<file path="src/rtl/round_timer.sv">
// Round countdown: IDLE/RUN/DONE FSM, seconds prescaler, binary and BCD seconds display.
// All outputs registered; start/abort take effect on the sampling edge, abort always wins.
module round_timer #(
  parameter int CLK_HZ    = 40000000,
  parameter int ROUND_SEC = 60
) (
  input  logic       pclk,
  input  logic       rst,
  input  logic       start,
  input  logic       abort,
  output logic       running,
  output logic       expired,
  output logic       done,
  output logic       sec_tick,
  output logic [6:0] time_left,
  output logic [3:0] tens,
  output logic [3:0] ones
);

  localparam int PW = (CLK_HZ > 1) ? $clog2(CLK_HZ) : 1;
  localparam logic [PW-1:0] PRESC_MAX = PW'(CLK_HZ - 1);
  localparam logic [6:0]    TIME_INIT = 7'(ROUND_SEC);
  localparam logic [3:0]    TENS_INIT = 4'(ROUND_SEC / 10);
  localparam logic [3:0]    ONES_INIT = 4'(ROUND_SEC % 10);

  typedef enum logic [1:0] {IDLE, RUN, DONE} state_t;

  state_t        state_q;
  logic [PW-1:0] presc_q;
  logic [6:0]    time_q;
  logic [3:0]    tens_q;
  logic [3:0]    ones_q;
  logic          running_q;
  logic          expired_q;
  logic          done_q;
  logic          tick_q;

  logic wrap_d;
  assign wrap_d = (presc_q == PRESC_MAX);

  always_ff @(posedge pclk) begin
    expired_q <= 1'b0;
    tick_q    <= 1'b0;
    if (!rst) begin
      state_q   <= IDLE;
      presc_q   <= '0;
      time_q    <= TIME_INIT;
      tens_q    <= TENS_INIT;
      ones_q    <= ONES_INIT;
      running_q <= 1'b0;
      done_q    <= 1'b0;
    end else begin
      case (state_q)
        IDLE: begin
          if (!abort && start) begin
            state_q   <= RUN;
            presc_q   <= '0;
            time_q    <= TIME_INIT;
            tens_q    <= TENS_INIT;
            ones_q    <= ONES_INIT;
            running_q <= 1'b1;
          end
        end
        RUN: begin
          if (abort) begin
            state_q   <= IDLE;
            presc_q   <= '0;
            time_q    <= TIME_INIT;
            tens_q    <= TENS_INIT;
            ones_q    <= ONES_INIT;
            running_q <= 1'b0;
          end else if (wrap_d) begin
            presc_q <= '0;
            tick_q  <= 1'b1;
            time_q  <= time_q - 7'd1;
            // BCD borrow keeps tens*10+ones locked to time_left
            if (ones_q == 4'd0) begin
              ones_q <= 4'd9;
              tens_q <= tens_q - 4'd1;
            end else begin
              ones_q <= ones_q - 4'd1;
            end
            if (time_q == 7'd1) begin
              state_q   <= DONE;
              expired_q <= 1'b1;
              running_q <= 1'b0;
              done_q    <= 1'b1;
            end
          end else begin
            presc_q <= presc_q + PW'(1);
          end
        end
        DONE: begin
          if (abort) begin
            state_q <= IDLE;
            presc_q <= '0;
            time_q  <= TIME_INIT;
            tens_q  <= TENS_INIT;
            ones_q  <= ONES_INIT;
            done_q  <= 1'b0;
          end else if (start) begin
            state_q   <= RUN;
            presc_q   <= '0;
            time_q    <= TIME_INIT;
            tens_q    <= TENS_INIT;
            ones_q    <= ONES_INIT;
            running_q <= 1'b1;
            done_q    <= 1'b0;
          end
        end
        default: begin
          state_q   <= IDLE;
          presc_q   <= '0;
          time_q    <= TIME_INIT;
          tens_q    <= TENS_INIT;
          ones_q    <= ONES_INIT;
          running_q <= 1'b0;
          done_q    <= 1'b0;
        end
      endcase
    end
  end

  assign running   = running_q;
  assign expired   = expired_q;
  assign done      = done_q;
  assign sec_tick  = tick_q;
  assign time_left = time_q;
  assign tens      = tens_q;
  assign ones      = ones_q;

endmodule

</file>
<file path="config.mk">
export PLATFORM = sky130hd
export DESIGN_NAME = round_timer
export DESIGN_NICKNAME = d
export VERILOG_FILES = /design/src/rtl/round_timer.sv
export SDC_FILE = /design/constraint.sdc
export NUM_CORES = 1
export LEC_CHECK = 0
export CAP_MARGIN = 5
export CORE_ASPECT_RATIO = 1.5
export CORE_MARGIN = 1.5
export CORE_UTILIZATION = 45
export CTS_CLUSTER_DIAMETER = 150
export DETAILED_ROUTE_END_ITERATION = 8
export HOLD_SLACK_MARGIN = 0.03
export PLACE_DENSITY = 0.72
export SLEW_MARGIN = 20
export SYNTH_ARGS = -nofsm -noshare
export SYNTH_HDL_FRONTEND = slang
export SYNTH_SLANG_ARGS = --single-unit
</file>
<file path="constraint.sdc">
create_clock -name pclk -period 4.77 [get_ports pclk]
set_clock_uncertainty 0.15 [all_clocks]
set_input_delay 0.477 -clock pclk [delete_from_list [all_inputs] [get_ports pclk]]
set_output_delay 0.477 -clock pclk [all_outputs]
set_load 0.01 [all_outputs]
</file>
==> load_flow_metrics.sql, run 1 <==
INSERT INTO impl_metrics (metric_group, metric, value, unit) VALUES
('logic_synthesis', 'asyncSetResetFlopFracSynth', '0', '%'),
('worst_setup_path', 'path_class', 'input port to flip-flop', ''),
('clocking', 'worst_skew_pair.late_latency', '300', 'ps'),
('die', 'initial_core_util', '47.2', '%'),
('worst_hold_path', 'hp-class', 'flip-flop to flip-flop', ''),
('cells_and_area', 'post_route_cells_drive_above_1_share', '10.3', '%'),
('timing', 'final_critical_path_setup_slack', '1940', 'ps'),
('worst_setup_path', 'worstPathArrival', '2830', 'ps'),
('clocking', 'tritoncts', 'built', ''),
('power_and_ir_drop', 'pwr_density_cell', '237', 'nW/um2'),
('timing', 'finalCritPeriodShare', '59.4', '%'),
('global_route', 'groute.usage.overall', '20.2', '%'),
('cells_and_area', 'antenna_cells', '0', ''),
('clocking', 'cts.hold.buffers_added', '0', ''),
('cells_and_area', 'fill_cells', '487', ''),
('global_route', 'grt_start_max_net_pins', '26', ''),
('logic_synthesis', 'ys_seq_elements', '47', ''),
('die', 'io_pins', '23', ''),
('run_status', 'status', 'finished, final reports clean', ''),
('clocking', 'cts_buffer_depth', '2', ''),
('die', 'area_of_the_die', '6240', 'um2'),
('die', 'fp.coreArea', '5490', 'um2'),
('die', 'num_rows', '33', ''),
('clocking', 'htreeDepth', '2', ''),
('timing', 'timing.final.max_slew_violations', '0', ''),
('drt', 'remaining_drc_errors', '0', ''),
('drt', 'wire_per_inst', '15.8', 'um'),
('placement', 'gp_routability_congestion', '0.784', ''),
('logic_synthesis', 'average_instance_area_after_synthesis', '8.91', 'um2'),
('clocking', 'numClockSinks', '47', ''),
('logic_synthesis', 'syn_inst', '291', ''),
('power_and_ir_drop', 'peakVddDrop', '105', 'uV'),
('clocking', 'numCtsBuffers', '5', ''),
('cells_and_area', 'num-nets-final', '323', ''),
('placement', 'dp_slack', '1590', 'ps'),
('placement', 'port_buffers', '22', ''),
('clocking', 'cts_resized', '0', ''),
('logic_synthesis', 'synth_top_flop_cell', 'dfxtp_1', ''),
('power_and_ir_drop', 'post-layout-total-power', '0.699', 'mW'),
('global_route', 'grt_antenna_before_repair', '0', ''),
('logic_synthesis', 'synth-edff-count', '0', ''),
('logic_synthesis', 'ys_seq_area_share', '36.3', '%'),
('die', 'fp.dieW', '65.0', 'um'),
('worst_setup_path', 'timing.critical_path.fanout_max', '25', ''),
('global_route', 'remaining_global_route_overflow', '0', ''),
('clocking', 'clk_pin_slew_worst_paths', '90', 'ps'),
('logic_synthesis', 'mappedNetlistArea', '2590', 'um2'),
('cells_and_area', 'layout.area.seq', '941', 'um2'),
('clocking', 'cts-root-buf', 'clkbuf_8', ''),
('timing', 'max_freq', '353', 'MHz'),
('timing', 'max_slew_margin', '29.3', '%'),
('drt', 'route.final.wire_length', '6030', 'um'),
('cells_and_area', 'area_used_by_multi_input_combinational_logic', '1550', 'um2'),
('drt', 'route.antenna.remaining_nets', '0', ''),
('worst_setup_path', 'r2r_setup_slack', '2020', 'ps'),
('drt', 'drtPass1Iterations', '4', ''),
('timing', 'hold_violations', '0', ''),
('drt', 'detailedRoute.firstIterationViolations', '129', ''),
('logic_synthesis', 'yosysWarnings', '0', ''),
('worst_setup_path', 'critPathRequiredTime', '4770', 'ps'),
('power_and_ir_drop', 'p_leak', '0.987', 'nW'),
('logic_synthesis', 'synthDistinctLibCells', '64', ''),
('timing', 'worst_slew_pin_slew', '1060', 'ps'),
('cells_and_area', 'area_growth_syn_to_layout', '13.6', '%'),
('clocking', 'cts_setup_buffers', '0', ''),
('logic_synthesis', 'postSynthNetCount', '302', ''),
('timing', 'finalCriticalPeriod', '2830', 'ps'),
('timing', 'rsz0062_at_grt', 'no', ''),
('worst_setup_path', 'setup.worst_path.start_class', 'input port', ''),
('flow_run', 'max_cap_viol_count', '0', ''),
('timing', 'setup_tns', '0', 'ps'),
('drt', 'detailroute.via_count', '2260', ''),
('placement', 'dpl.hpwl', '4460', 'um'),
('cells_and_area', 'layout.core_utilization', '53.6', '%'),
('drt', 'routed_via_density', '5.92', ''),
('timing', 'setup_viol_count_final', '0', ''),
('global_route', 'grt_pass1_vias', '2171', ''),
('die', 'die_h', '96.0', 'um'),
('worst_setup_path', 'worst_setup_path_end_kind', 'flip-flop', ''),
('global_route', 'grt_first_pass_wirelength', '9940', 'um');
-- critical path, stage by stage --
cell	delay (ps)
clkdlybuf4s50_1	600
mux2_4	250
or2_1	360
nor2_1	160
nor2_2	850
nor4_2	120
-- cell usage in the layout, fill, tap and decap left out, types with 7 or more instances in the layout --
master,count
a21oi_1,15
clkdlybuf4s50_1,22
dfxtp_1,47
ha_1,7
inv_1,13
nand2_1,17
nand3_1,11
nand4_1,10
nor2_1,39
o31ai_1,8
xnor2_1,11
xor2_1,10
-- metal layers --
metal | vias up | part of all wire (%) | track usage (%)
li1 | 1118 | - | -
met1 | 1078 | 43 | 22.2
met5 | - | 0 | 0
met2 | 48 | 52 | 37.3
met3 | 16 | 2.9 | 3.63
met4 | 0 | 2.4 | 9.22
-- cells by family after synthesis --
| logic type | share of synthesized area [%] |
|---|---|
| DFF | 36.3 |
| adders and majority gates | 3.38 |
| buffers and inverters | 3.81 |
| muxes | 0.965 |
| and+or+nand+nor | 32.9 |
| xor gates and xnor gates | 7.09 |
| AOI/OAI and AO/OA | 15.6 |
-- final timing paths --
check / cells past startpoint / from / endpoint
max: 6 / abort / presc_q[25]
min: 1 / tens[3] / tens[3]
max reg2reg: 6 / presc_q[0] / presc_q[25]
min reg2reg: 1 / tens[3] / tens[3]
-- synthesized netlist by cell type (4+ instances only) --
cell type	instances	area (um2)
nand4_1	10	62.6
nor4_2	6	75.1
xnor2_1	11	96.3
and3_1	6	37.5
xor2_1	10	87.6
dfxtp_1	47	941
nand2_1	17	63.8
nand3_1	11	55.1
o21ai_0	6	30.0
and4_1	4	35.0
nor2_1	39	146
a31oi_1	4	25.0
nor4_1	6	37.5
buf_2	7	35.0
nor3_1	4	20.0
ha_1	7	87.6
inv_1	13	48.8
o31ai_1	8	60.1
a21oi_1	15	75.1
-- power by group --
group,switching (mW),leakage (nW),internal (mW),total [mW]
Clock,0.129,0.0470,0.114,0.243
Sequential,0.00839,0.380,0.397,0.405
Combinational,0.0312,0.560,0.0194,0.0506
-- state kept, by name (all words and copies together) (netlist names) --
name,count
done,1
expired,1
ones,4
presc_q,26
running,1
sec_tick,1
state_q,2
tens,4
time_left,7
-- cell type report --
class                      instances  area share, %
clock buffer                       6           2.80
clock inverter                     1          0.170
inverter                          13           1.66
multi-input combinational        222           52.7
sequential                        47           31.9
tap                               70           2.97
timing repair buffer              23           7.73
-- per-stage QoR --
| stage | cell area (um2) | instances | hold slack (ps) |
|---|---|---|---|
| finish | 2950 | 382 | 340 |
| global route | 2950 | 382 | 368 |
| CTS | 2950 | 382 | 352 |
| detailed placement | 2860 | 375 | 335 |
| global placement | 2860 | 375 | 303 |
| floorplan | 2590 | 291 | 331 |
Note: power is estimated with default switching activity, not from simulation.
==> inputs of run 2 (changes only) <==
Clock period 4.77 ns to 2.87 ns, I/O delays scaled along.
==> run 2 against run 1 <==
  * Worst setup slack worse by 1600 ps
  * Flip-flop and latch count stayed put
  * Non-clock buffer count up 10
  * Hold slack lost 16 ps
  * Clock power increased by 110%
  * Design area up 3.6%
  * Cell count up 2.9%
  * Wire length rose by 0.93%
  * Sequential power grew 66%
  * Largest cell class unchanged
  * Highest routed layer unchanged
==> load_flow_metrics.sql, run 2 (synthesis results as in run 1) <==
INSERT INTO impl_metrics (metric_group, metric, value, unit) VALUES
('run_status', 'status', 'finished, final reports clean', ''),
('clocking', 'cts_setup_buffers', '0', ''),
('global_route', 'groute.usage.overall', '21.1', '%'),
('worst_setup_path', 'max_stage_delay', '810', 'ps'),
('drt', 'detail_route.wirelength.met1', '2520', 'um'),
('drt', 'drtPass1Iterations', '4', ''),
('placement', 'gp_routability_congestion', '0.819', ''),
('worst_setup_path', 'setup.worst_path.start_class', 'flip-flop', ''),
('flow_run', 'max_cap_viol_count', '0', ''),
('timing', 'finalCritPeriodShare', '88.6', '%'),
('cells_and_area', 'flip_flop_count_of_the_largest_register_after_layout', '26', ''),
('power_and_ir_drop', 'post-layout-total-power', '1.28', 'mW'),
('global_route', 'grt_first_pass_wirelength', '10200', 'um'),
('worst_setup_path', 'critPathRequiredTime', '2860', 'ps'),
('worst_hold_path', 'critical_hold_path_startpoint', 'tens[3]', ''),
('clocking', 'cts.hold.buffers_added', '0', ''),
('timing', 'setup_viol_count_final', '0', ''),
('power_and_ir_drop', 'pwr_density_cell', '419', 'nW/um2'),
('worst_setup_path', 'critical_path.cell_chain', 'ha_1 -> nor3b_1 -> and3_1 -> a21oi_1 -> nor2_2 -> nor2_1', ''),
('timing', 'hold_violations', '0', ''),
('drt', 'wire_per_inst', '15.5', 'um'),
('timing', 'worst_slew_pin_slew', '1030', 'ps'),
('worst_hold_path', 'hp-class', 'flip-flop to flip-flop', ''),
('worst_setup_path', 'crit_path_start', 'presc_q[0]', ''),
('drt', 'route.final.wire_length', '6090', 'um'),
('placement', 'port_buffers', '22', ''),
('cells_and_area', 'area_growth_syn_to_layout', '17.7', '%'),
('power_and_ir_drop', 'p_leak', '1.05', 'nW'),
('clocking', 'cts_buffer_depth', '2', ''),
('drt', 'routed_via_density', '5.80', ''),
('cells_and_area', 'final_common_cell', 'dfxtp_1', ''),
('clocking', 'numCtsBuffers', '5', ''),
('clocking', 'htreeDepth', '2', ''),
('die', 'fp.dieW', '65.0', 'um'),
('die', 'die_h', '96.0', 'um'),
('die', 'io_pins', '23', ''),
('timing', 'timing.final.max_slew_violations', '0', ''),
('cells_and_area', 'num-nets-final', '333', ''),
('drt', 'met2_length', '3320', 'um'),
('die', 'num_rows', '33', ''),
('worst_setup_path', 'worst_setup_path_end_kind', 'flip-flop', ''),
('worst_setup_path', 'timing.critical_path.fanout_max', '25', ''),
('clocking', 'worst_skew_pair.late_latency', '310', 'ps'),
('timing', 'finalCriticalPeriod', '2540', 'ps'),
('clocking', 'numClockSinks', '47', ''),
('drt', 'routed.top_layer', 'met4', ''),
('timing', 'setup_tns', '0', 'ps'),
('clocking', 'tritoncts', 'built', ''),
('worst_setup_path', 'path_class', 'flip-flop to flip-flop', ''),
('drt', 'route.antenna.remaining_nets', '0', ''),
('placement', 'dp_slack', '258', 'ps'),
('drt', 'detailroute.via_count', '2280', ''),
('global_route', 'remaining_global_route_overflow', '0', ''),
('global_route', 'grt_start_max_net_pins', '26', ''),
('global_route', 'grt_antenna_before_repair', '0', ''),
('drt', 'remaining_drc_errors', '0', ''),
('worst_setup_path', 'crit_slowest_cell', 'nor2_2', ''),
('worst_setup_path', 'worstPathArrival', '2540', 'ps'),
('worst_setup_path', 'worst_r2r_startpoint', 'presc_q[0]', ''),
('global_route', 'grt_pass1_vias', '2142', ''),
('clocking', 'cts-root-buf', 'clkbuf_8', ''),
('timing', 'max_freq', '393', 'MHz'),
('timing', 'rsz0062_at_grt', 'no', ''),
('cells_and_area', 'mostFrequentLayoutCells', 'dfxtp_1, nor2_1, clkdlybuf4s50_1, nand2_1, a21oi_1', ''),
('die', 'area_of_the_die', '6240', 'um2'),
('clocking', 'cts_resized', '0', ''),
('cells_and_area', 'largest-register', 'presc_q', ''),
('timing', 'final_critical_path_setup_slack', '326', 'ps'),
('timing', 'max_slew_margin', '31.2', '%'),
('clocking', 'clk_pin_slew_worst_paths', '90', 'ps'),
('drt', 'met3_wirelength', '128', 'um'),
('cells_and_area', 'post_route_cells_drive_above_1_share', '13.3', '%'),
('power_and_ir_drop', 'peakVddDrop', '244', 'uV'),
('die', 'initial_core_util', '47.2', '%'),
('cells_and_area', 'antenna_cells', '0', ''),
('drt', 'detailedRoute.firstIterationViolations', '128', ''),
('placement', 'dpl.hpwl', '4550', 'um'),
('die', 'fp.coreArea', '5490', 'um2');
run 2: cell count changes in the layout (fill, tap and decap cells not counted):
| cell | change |
|---|---|
| buf_4 | +10 |
| bufinv_16 | +1 |
run 2: worst paths after layout:
path,end,slack (ps),cells past startpoint
worst min register to register,tens[3],320,1
worst min-delay path,tens[3],320,1
worst max-delay path,presc_q[13],330,6
worst max register to register,presc_q[13],330,6
run 2: report_power, final:
part / total [mW] / switching (mW) / leakage [nW] / internal (mW)
sequential: 0.671 / 0.0109 / 0.380 / 0.660
clock: 0.506 / 0.224 / 0.0612 / 0.282
combinational: 0.100 / 0.0590 / 0.610 / 0.0410
run 2: final cells by class:
cell class / count / area (um2)
Fill cell: 518 / 2440
Multi-Input combinational cell: 222 / 1550
Tap cell: 70 / 87.6
Clock buffer: 6 / 82.6
Clock inverter: 2 / 35.0
Sequential cell: 47 / 941
Inverter: 13 / 48.8
Timing Repair Buffer: 33 / 303
run 2: critical path: cells and delay by family, from the launching register on:
family                   cells  cell delay [ps]
AND/OR/NAND/NOR              4             1530
flip-flops                   1              350
adder cells (fa/ha/maj)      1              200
AO/OA/AOI/OAI                1              150
run 2: per-stage QoR:
step | std cells | hold WS, ps | instance area (um2) | utilization [%]
6_report | 393 | 324 | 3050 | 55.5
5_1_grt | 393 | 370 | 3050 | 55.5
4_1_cts | 393 | 332 | 3050 | 55.5
3_5_place_dp | 385 | 314 | 2930 | 53.4
3_3_place_gp | 385 | 314 | 2930 | 53.4
2_1_floorplan | 291 | 307 | 2590 | -
run 2: per-layer routing:
| metal | global-route usage (%) | up-vias |
|---|---|---|
| met5 | 0 | - |
| met4 | 9.04 | 0 |
| met3 | 2.46 | 12 |
| met2 | 39.3 | 41 |
| met1 | 23.8 | 1093 |
| li1 | - | 1134 |
